### src/rtl/steer_cond_sched.sv
// Conversion-round scheduler for the left/right load cells on the shared A2D,
// producing registered rider-condition flags and the settle timer.
module steer_cond_sched #(
  parameter logic [11:0] MIN_RIDER_WEIGHT = 12'h200,
  parameter logic [11:0] HYSTERESIS       = 12'h040,
  parameter logic [2:0]  CH_L             = 3'd0,
  parameter logic [2:0]  CH_R             = 3'd4,
  parameter logic [19:0] SMPL_PERIOD      = 20'd1_000_000,
  parameter logic [15:0] WAIT_TIMEOUT     = 16'd50_000,
  parameter logic [25:0] TMR_FULL         = 26'd65_000_000
) (
  input  logic        clk,
  input  logic        rst,
  output logic        cnv_req,
  output logic [2:0]  chnl,
  input  logic        cnv_done,
  input  logic [11:0] res,
  input  logic        clr_tmr,
  output logic [11:0] lft_ld,
  output logic [11:0] rght_ld,
  output logic        sum_gt_min,
  output logic        sum_lt_min,
  output logic        diff_gt_1_4,
  output logic        diff_gt_15_16,
  output logic        tmr_full,
  output logic        vld,
  output logic        a2d_err
);

  typedef enum logic [2:0] {IDLE, REQ_L, WAIT_L, REQ_R, WAIT_R, UPDATE} state_t;

  localparam logic [12:0] SUM_HI = {1'b0, MIN_RIDER_WEIGHT} + {1'b0, HYSTERESIS};
  localparam logic [12:0] SUM_LO = {1'b0, MIN_RIDER_WEIGHT} - {1'b0, HYSTERESIS};

  state_t      state_q, state_d;
  logic [19:0] per_cnt_q, per_cnt_d;
  logic [15:0] tmo_cnt_q, tmo_cnt_d;
  logic        cnv_req_q, cnv_req_d;
  logic [2:0]  chnl_q, chnl_d;
  logic [11:0] hold_l_q, hold_l_d;
  logic [11:0] hold_r_q, hold_r_d;
  logic [11:0] lft_q, lft_d;
  logic [11:0] rght_q, rght_d;
  logic        sum_gt_q, sum_gt_d;
  logic        sum_lt_q, sum_lt_d;
  logic        d14_q, d14_d;
  logic        d1516_q, d1516_d;
  logic        vld_q, vld_d;
  logic        err_q, err_d;
  logic [25:0] tmr_cnt_q, tmr_cnt_d;

  logic [12:0] sum;
  logic [11:0] diff;
  logic [16:0] sum_x15;
  logic        flag_d14;
  logic        flag_d1516;

  // Flag arithmetic works off the holding registers, so it is settled by UPDATE.
  always_comb begin
    sum        = {1'b0, hold_l_q} + {1'b0, hold_r_q};
    diff       = (hold_l_q >= hold_r_q) ? (hold_l_q - hold_r_q) : (hold_r_q - hold_l_q);
    sum_x15    = {sum, 4'b0000} - {4'b0000, sum};
    flag_d14   = {diff, 2'b00} > {1'b0, sum};
    flag_d1516 = {1'b0, diff, 4'b0000} > sum_x15;
  end

  always_comb begin
    state_d   = state_q;
    per_cnt_d = per_cnt_q;
    tmo_cnt_d = tmo_cnt_q;
    cnv_req_d = cnv_req_q;
    chnl_d    = chnl_q;
    hold_l_d  = hold_l_q;
    hold_r_d  = hold_r_q;
    lft_d     = lft_q;
    rght_d    = rght_q;
    sum_gt_d  = sum_gt_q;
    sum_lt_d  = sum_lt_q;
    d14_d     = d14_q;
    d1516_d   = d1516_q;
    vld_d     = 1'b0;
    err_d     = err_q;

    unique case (state_q)
      IDLE: begin
        if (per_cnt_q == SMPL_PERIOD - 20'd1) begin
          per_cnt_d = '0;
          state_d   = REQ_L;
        end else begin
          per_cnt_d = per_cnt_q + 20'd1;
        end
      end
      REQ_L: begin
        cnv_req_d = 1'b1;
        chnl_d    = CH_L;
        tmo_cnt_d = '0;
        state_d   = WAIT_L;
      end
      WAIT_L: begin
        if (cnv_done) begin
          hold_l_d  = res;
          cnv_req_d = 1'b0;
          state_d   = REQ_R;
        end else if (tmo_cnt_q == WAIT_TIMEOUT - 16'd1) begin
          cnv_req_d = 1'b0;
          err_d     = 1'b1;
          state_d   = IDLE;
        end else begin
          tmo_cnt_d = tmo_cnt_q + 16'd1;
        end
      end
      REQ_R: begin
        cnv_req_d = 1'b1;
        chnl_d    = CH_R;
        tmo_cnt_d = '0;
        state_d   = WAIT_R;
      end
      WAIT_R: begin
        if (cnv_done) begin
          hold_r_d  = res;
          cnv_req_d = 1'b0;
          state_d   = UPDATE;
        end else if (tmo_cnt_q == WAIT_TIMEOUT - 16'd1) begin
          cnv_req_d = 1'b0;
          err_d     = 1'b1;
          state_d   = IDLE;
        end else begin
          tmo_cnt_d = tmo_cnt_q + 16'd1;
        end
      end
      UPDATE: begin
        lft_d    = hold_l_q;
        rght_d   = hold_r_q;
        sum_gt_d = sum > SUM_HI;
        sum_lt_d = sum < SUM_LO;
        d14_d    = flag_d14;
        d1516_d  = flag_d1516;
        vld_d    = 1'b1;
        err_d    = 1'b0;
        state_d  = IDLE;
      end
      default: state_d = IDLE;
    endcase
  end

  // Settle timer: clear wins, otherwise count up and saturate at the terminal value.
  always_comb begin
    tmr_cnt_d = tmr_cnt_q;
    if (clr_tmr) begin
      tmr_cnt_d = '0;
    end else if (tmr_cnt_q < TMR_FULL) begin
      tmr_cnt_d = tmr_cnt_q + 26'd1;
    end
  end

  always_ff @(posedge clk) begin
    if (rst) begin
      state_q   <= IDLE;
      per_cnt_q <= '0;
      tmo_cnt_q <= '0;
      cnv_req_q <= 1'b0;
      chnl_q    <= CH_L;
      hold_l_q  <= '0;
      hold_r_q  <= '0;
      lft_q     <= '0;
      rght_q    <= '0;
      sum_gt_q  <= 1'b0;
      sum_lt_q  <= 1'b1;
      d14_q     <= 1'b0;
      d1516_q   <= 1'b0;
      vld_q     <= 1'b0;
      err_q     <= 1'b0;
      tmr_cnt_q <= '0;
    end else begin
      state_q   <= state_d;
      per_cnt_q <= per_cnt_d;
      tmo_cnt_q <= tmo_cnt_d;
      cnv_req_q <= cnv_req_d;
      chnl_q    <= chnl_d;
      hold_l_q  <= hold_l_d;
      hold_r_q  <= hold_r_d;
      lft_q     <= lft_d;
      rght_q    <= rght_d;
      sum_gt_q  <= sum_gt_d;
      sum_lt_q  <= sum_lt_d;
      d14_q     <= d14_d;
      d1516_q   <= d1516_d;
      vld_q     <= vld_d;
      err_q     <= err_d;
      tmr_cnt_q <= tmr_cnt_d;
    end
  end

  assign cnv_req       = cnv_req_q;
  assign chnl          = chnl_q;
  assign lft_ld        = lft_q;
  assign rght_ld       = rght_q;
  assign sum_gt_min    = sum_gt_q;
  assign sum_lt_min    = sum_lt_q;
  assign diff_gt_1_4   = d14_q;
  assign diff_gt_15_16 = d1516_q;
  assign tmr_full      = (tmr_cnt_q == TMR_FULL);
  assign vld           = vld_q;
  assign a2d_err       = err_q;

endmodule
### config.mk
export PLATFORM = sky130hd
export DESIGN_NAME = steer_cond_sched
export DESIGN_NICKNAME = d
export VERILOG_FILES = /design/src/rtl/steer_cond_sched.sv
export SDC_FILE = /design/constraint.sdc
export NUM_CORES = 1
export LEC_CHECK = 0
export BUFFER_PORTS_ARGS = -buffer_cell sky130_fd_sc_hd__buf_4
export CAP_MARGIN = 10
export CELL_PAD_IN_SITES_DETAIL_PLACEMENT = 1
export CELL_PAD_IN_SITES_GLOBAL_PLACEMENT = 2
export CORE_UTILIZATION = 34
export CTS_BUF_LIST = sky130_fd_sc_hd__clkbuf_4 sky130_fd_sc_hd__clkbuf_8
export DETAILED_ROUTE_END_ITERATION = 10
export GPL_ROUTABILITY_DRIVEN = 0
export PLACE_DENSITY = 0.86
export SYNTH_ARGS = -nofsm -noshare
export SYNTH_HDL_FRONTEND = slang
export SYNTH_SLANG_ARGS = --single-unit
export TNS_END_PERCENT = 20
### constraint.sdc
create_clock -name clk -period 4.65 [get_ports clk]
set_input_delay 0.93 -clock clk [delete_from_list [all_inputs] [get_ports clk]]
set_output_delay 0.93 -clock clk [all_outputs]
set_load 0.01 [all_outputs]
==> results.json, run 1 <==
{
  "critPathSlowestCell": "or4_1",
  "outcome": "finished, final reports clean",
  "die_w_microns": 156,
  "grt_pass1_vias": 7366,
  "design.final.nets": 1163,
  "cts_hold_buf": 0,
  "initial_core_util_pct": 35.0,
  "syn_area_sq_mm": 0.00803,
  "syn_inst": 1019,
  "finalCritPeriodShare_pct": 98.9,
  "mostFrequentLayoutCell": "nand2_1",
  "worstPathArrival_ps": 4980,
  "ys_seq_area_share_pct": 30.2,
  "clock_skew_ps": 25.2,
  "die_area_sq_mm": 0.0242,
  "vdd_drop_max_v": 0.000196,
  "slew_headroom_pct": 24.9,
  "hold_path_startpoint": "lft_ld[8]",
  "boundaryPins": 51,
  "seqCellArea_sq_mm": 0.00242,
  "finalHoldViolCount": 0,
  "path_cells": "ha_4, inv_2, fa_2, o21bai_1, a21oi_2, xor2_1, inv_1, ha_4, nand3_2, o32ai_2, maj3_2, a21oi_2, or4_1, a21o_1, a32oi_2, xnor2_1, ha_1, nand4_1, nor2_2, and4_1, nand3b_1, nand3_1, o2111ai_2, o21ai_1",
  "viasPerCell": 5.14,
  "cts_max_level": 4,
  "crit_path_end_kind": "flip-flop",
  "antenna_found_initial": 0,
  "path_clk_slew_ps": 80,
  "cts-buffers-inserted": 17,
  "reg2reg_depth": 24,
  "final.setup.tns_ps": 0,
  "grt_start_max_net_pins": 69,
  "syn2layout_area_growth_pct": 16.3,
  "port_buffers": 48,
  "vias": 7203,
  "reg2reg_from": "hold_r_q[0]",
  "synth_edf_count": 0,
  "critPathMaxFanout": 2,
  "min_path_cells": 2,
  "grt.overflow.total": 0,
  "fmax_ghz": 0.217,
  "ant_nets": 0,
  "cp_slowest_stage_delay_ps": 490,
  "drt-initial-drc-count": 267,
  "post_synth.cell_area_avg_sq_um": 7.88,
  "final_layout_size_suffix_gt1_share_pct": 14.4,
  "dr.pass1.iters": 4,
  "fillers": 2821,
  "ys.flop_type": "dfxtp_1",
  "worstHoldEndpoint": "lft_ld[8]",
  "worst_pin_slew_ps": 1120,
  "crit_path_start_kind": "flip-flop",
  "final_area_sq_mm": 0.00934,
  "crit-reg2reg-capture": "diff_gt_15_16",
  "cts_tree": "yes",
  "crit_family": "adder cells",
  "worst-path-buf-inv": 2,
  "grt_use_total_pct": 19.1,
  "dpl_cell_area_sq_mm": 0.00878,
  "async_reset_ff_share_pct": 0,
  "setup_viol": 0,
  "clkLatencyLatePin_ps": 440,
  "rrSetupSlack_ps": 50,
  "antennaDiodeCount": 0,
  "multi_input_area_sq_mm": 0.00527,
  "drc": 0,
  "clockBufferDepth": 2,
  "die_height_microns": 156,
  "ys_ff_latch": 121,
  "dp.cells": 1364,
  "ys_types": 78,
  "routed_wl_microns": 22200,
  "clock_sinks": 121,
  "final_cell_mix": "nand2_1, dfxtp_1, nor2_1",
  "p_leak_nw": 3.67,
  "rsz0062_at_grt": "true",
  "drv_cap": 0,
  "finalMaxSlewViolations": 0,
  "setup.worst_path.class": "flip-flop to flip-flop",
  "p_per_area_mw_per_mm2": 226,
  "coreArea_sq_mm": 0.0229,
  "wire_per_inst_microns": 15.8,
  "rows": 55,
  "grt_pass1_wl_microns": 36900,
  "cp.required_ps": 5030,
  "hold_path_class": "flip-flop to flip-flop",
  "finalCriticalPeriod_ps": 4600,
  "dp_hpwl_microns": 16500,
  "ys.warnings.count": 0,
  "fin_cells": 1402,
  "cts_root_buffer": "clkbuf_8"
}
==> repair_timing <==
| action | CTS | global route |
|---|---|---|
| pin swaps | 2 | 18 |
| setup buffers | 1 | 5 |
| cloned | 0 | 0 |
| endpoints found under the setup margin | 1 | 2 |
| resized for setup | 2 | 17 |
==> worst max-delay path by stage <==
stage	from	endpoint	slack (ps)	cells after the start
final	hold_r_q[0]	diff_gt_15_16	50	24
after global routing	hold_r_q[0]	diff_gt_15_16	-230	24
after CTS	hold_l_q[0]	diff_gt_15_16	20	22
after detailed placement	hold_l_q[0]	diff_gt_15_16	-100	24
after global placement	hold_l_q[0]	diff_gt_15_16	80	24
after floorplan	hold_l_q[1]	diff_gt_15_16	50	23
==> final cells by class <==
class / count / share of cell area, %
Multi-Input combinational cell: 798 / 56.5
Tap cell: 313 / 4.20
Clock buffer: 20 / 2.88
Clock inverter: 11 / 1.57
Timing Repair Buffer: 82 / 6.59
Inverter: 57 / 2.29
Sequential cell: 121 / 26.0
==> flip-flops by register name, indices dropped and copies added, names as in the netlist <==
name           count
a2d_err            1
chnl               1
cnv_req            1
diff_gt_15_16      1
diff_gt_1_4        1
hold_l_q          12
hold_r_q          12
lft_ld            12
per_cnt_q         20
rght_ld           12
state_q            3
sum_gt_min         1
sum_lt_min         1
tmo_cnt_q         16
tmr_cnt_q         26
vld                1
==> power by group <==
group          switching (mW)  total [mW]  leakage [nW]  internal, mW
Clock                   0.467        1.03         0.208         0.563
Sequential            0.00348        1.04         0.976          1.04
Combinational          0.0277      0.0425          2.48        0.0148
==> synth_stat cells, drive strengths merged, types with 6 or more instances <==
cell / count / share of area (%)
nor3: 26 / 1.6
a21oi: 96 / 6.1
a21o: 9 / 0.93
or2: 9 / 0.70
clkbuf: 27 / 1.3
xnor2: 47 / 6.1
mux2i: 10 / 1.2
ha: 67 / 10
and3: 6 / 0.47
and2: 6 / 0.47
nand2: 150 / 7.0
buf: 17 / 1.3
inv: 57 / 2.7
nand4: 24 / 1.9
xor2: 38 / 4.1
nor2: 109 / 5.1
and4: 8 / 0.87
or3: 10 / 0.78
nor2b: 11 / 0.95
o21ai: 29 / 1.8
nand3: 27 / 1.7
a211oi: 6 / 0.62
dfxtp: 121 / 30
nor4: 8 / 0.62
nand2b: 10 / 0.78
a31oi: 10 / 0.78
==> per-layer routing <==
layer,global-route usage [%],share of wire [%],up-vias,routed length [microns]
met4,4.90,0.81,0,180
met2,32.5,47,73,10500
met3,2.64,1.9,11,412
met5,0,0,-,0
met1,25.2,50,3483,11100
li1,-,-,3636,-
==> tightest hold or removal path: stages, from the launching register on <==
cell and delay [ps]:
dfxtp_1 320, nand2_1 50, a21oi_1 50
==> through the flow <==
step	util (%)	power [mW]	worst slack, ps	hold slack (ps)
detailed placement	38.3	1.11	-95.2	450
CTS	40.2	2.15	17.2	468
floorplan	-	1.09	46.0	430
global route	40.7	2.20	-228	485
global placement	38.3	1.11	78.9	442
finish	40.7	2.11	50.7	463
==> kinds of logic (layout without fill, tap and decap cells) <==
logic type / after synthesis / in the layout / synth area share [%]
compound gates: 197 / 197 / 15.3
xor+xnor: 86 / 86 / 10.5
fa+ha+maj: 74 / 74 / 11.7
buf+inv: 101 / 170 / 5.22
flops: 121 / 121 / 30.2
mux: 14 / 14 / 1.81
other cells: 1 / 2 / 0.0467
simple gates: 425 / 425 / 25.2
Power figures use the tool's default switching activity.
==> run 2, diff against run 1 <==
--- a/config.mk
+++ b/config.mk
@@ -9,6 +9,7 @@
 export CAP_MARGIN = 10
 export CELL_PAD_IN_SITES_DETAIL_PLACEMENT = 1
 export CELL_PAD_IN_SITES_GLOBAL_PLACEMENT = 2
+export CORE_ASPECT_RATIO = 1.2
 export CORE_UTILIZATION = 34
 export CTS_BUF_LIST = sky130_fd_sc_hd__clkbuf_4 sky130_fd_sc_hd__clkbuf_8
 export DETAILED_ROUTE_END_ITERATION = 10
==> results.json, run 2 (same netlist as run 1, synthesis figures left out) <==
{
  "outcome": "finished, final reports clean",
  "worstHoldEndpoint": "lft_ld[5]",
  "crit_path_start_kind": "flip-flop",
  "antennaDiodeCount": 0,
  "finalCritPeriodShare_pct": 98.5,
  "die_w_microns": 142,
  "dr.pass1.iters": 4,
  "rows": 61,
  "rsz0062_at_grt": "true",
  "p_leak_nw": 3.69,
  "worst_pin_slew_ps": 1100,
  "worstPathArrival_ps": 4980,
  "reg2reg_from": "hold_r_q[0]",
  "cts_root_buffer": "clkbuf_8",
  "grt_start_max_net_pins": 69,
  "cts_tree": "yes",
  "drv_cap": 0,
  "die_area_sq_mm": 0.0242,
  "drc": 0,
  "critPathMaxFanout": 2,
  "clockBufferDepth": 2,
  "min_path_cells": 2,
  "viasPerCell": 5.17,
  "reg2reg_depth": 24,
  "clock_skew_ps": 15.7,
  "drt-initial-drc-count": 235,
  "finalMaxSlewViolations": 0,
  "regMostFlops": "tmr_cnt_q",
  "routed_wl_microns": 22500,
  "p_per_area_mw_per_mm2": 228,
  "final_cell_mix": "nand2_1, dfxtp_1, nor2_1",
  "die_height_microns": 170,
  "slew_headroom_pct": 26.5,
  "antenna_found_initial": 0,
  "hold_path_startpoint": "lft_ld[5]",
  "grt.overflow.total": 0,
  "largest_register_ffs": 26,
  "wire_per_inst_microns": 16.0,
  "finalCriticalPeriod_ps": 4580,
  "initial_core_util_pct": 34.6,
  "finalHoldViolCount": 0,
  "final_layout_size_suffix_gt1_share_pct": 15.4,
  "cts_max_level": 4,
  "hold_path_class": "flip-flop to flip-flop",
  "cp.required_ps": 5050,
  "dp.cells": 1369,
  "fin_cells": 1409,
  "grt_pass1_vias": 7424,
  "port_buffers": 48,
  "place_ws_ps": -110,
  "grt_pass1_wl_microns": 36600,
  "coreArea_sq_mm": 0.0232,
  "setup_viol": 0,
  "cts-buffers-inserted": 17,
  "syn2layout_area_growth_pct": 17.6,
  "vias": 7279,
  "vdd_drop_max_v": 0.000156,
  "setup.worst_path.class": "flip-flop to flip-flop",
  "setup_slack_ps": 70.6,
  "crit_path_end_kind": "flip-flop",
  "mostFrequentLayoutCell": "nand2_1",
  "dp_hpwl_microns": 16400,
  "design.final.nets": 1167,
  "ant_nets": 0,
  "fmax_ghz": 0.218,
  "path_cells": "ha_4, inv_2, fa_2, o21bai_4, a21oi_2, xor2_1, inv_1, ha_4, nand3_4, o32ai_4, maj3_2, a21oi_2, or4_4, a21o_1, a32oi_2, xnor2_1, ha_1, nand4_1, nor2_2, and4_1, nand3b_1, nand3_2, o2111ai_2, o21ai_1",
  "clock_sinks": 121,
  "grt_use_total_pct": 19.1,
  "whs_ps": 458,
  "reg.largest.list": "tmr_cnt_q: 26 flops, per_cnt_q: 20 flops, tmo_cnt_q: 16 flops",
  "boundaryPins": 51,
  "cp_slowest_stage_delay_ps": 430,
  "rrSetupSlack_ps": 70,
  "crit-reg2reg-capture": "diff_gt_15_16",
  "clkLatencyLatePin_ps": 470,
  "path_clk_slew_ps": 90,
  "critPathSlowestCell": "or4_4"
}
## run 2: cell types whose count changed in the layout (fill, tap and decap cells not counted), sizes merged
cell,delta
buf,+4
clkbuf,-2
clkinv,-1
clkinvlp,+1
inv,+3
## run 2: critical path, delay by kind of cell, from the launching register on
family	cells	cell delay (ps)
xor+xnor	2	290
compound gates	8	1210
flops	1	360
simple gates	7	1090
fa+ha+maj	5	1400
buf+inv	2	150
## run 2: worst max path at each step
stage	cells past startpoint	from	end	slack, ps
2_1_floorplan	23	hold_l_q[1]	diff_gt_15_16	50
3_3_place_gp	24	hold_l_q[0]	diff_gt_15_16	60
3_5_place_dp	24	hold_r_q[0]	diff_gt_15_16	-110
4_1_cts	24	hold_r_q[0]	diff_gt_15_16	9
5_1_grt	24	hold_r_q[0]	diff_gt_15_16	-170
6_report	24	hold_r_q[0]	diff_gt_15_16	70
## run 2: per-stage QoR
step                      util, %  instance area [sq um]  setup TNS, ps  power [mW]
after floorplan                 -                   8030              0        1.09
after global placement       38.0                   8810              0        1.11
after detailed placement     38.0                   8810           -110        1.11
after CTS                    40.1                   9310              0        2.20
after global routing         40.7                   9440           -172        2.23
final                        40.7                   9440              0        2.16
## run 2: repair_timing
item | CTS | global route
hold buffers | 0 | 0
cloned | 0 | 0
setup endpoints to repair | 1 | 2
buffers inserted | 5 | 3
endpoints found under the hold margin | 0 | 0
gates resized for setup | 7 | 19
pin swaps | 11 | 17
## run 2: final cells by class
| cell class | count | area [sq um] |
|---|---|---|
| Clock inverter | 14 | 190 |
| Tap cell | 315 | 394 |
| Multi-Input combinational cell | 798 | 5330 |
| Sequential cell | 121 | 2420 |
| Clock buffer | 18 | 241 |
| Inverter | 57 | 214 |
| Fill cell | 2851 | 13800 |
| Timing Repair Buffer | 86 | 646 |
## run 2: metal layers
metal	GRT usage, %	vias up	wire length (microns)
met5	0	-	0
met4	6.73	0	585
met3	3.49	34	640
met2	33.2	97	10900
met1	23.3	3513	10300
li1	-	3635	-
## run 2: report_power, final
| part | leakage, nW | switching [mW] | internal (mW) |
|---|---|---|---|
| registers | 0.976 | 0.00298 | 1.04 |
| logic | 2.51 | 0.0268 | 0.0148 |
| clock network | 0.207 | 0.524 | 0.549 |
| total | 3.69 | 0.554 | 1.60 |
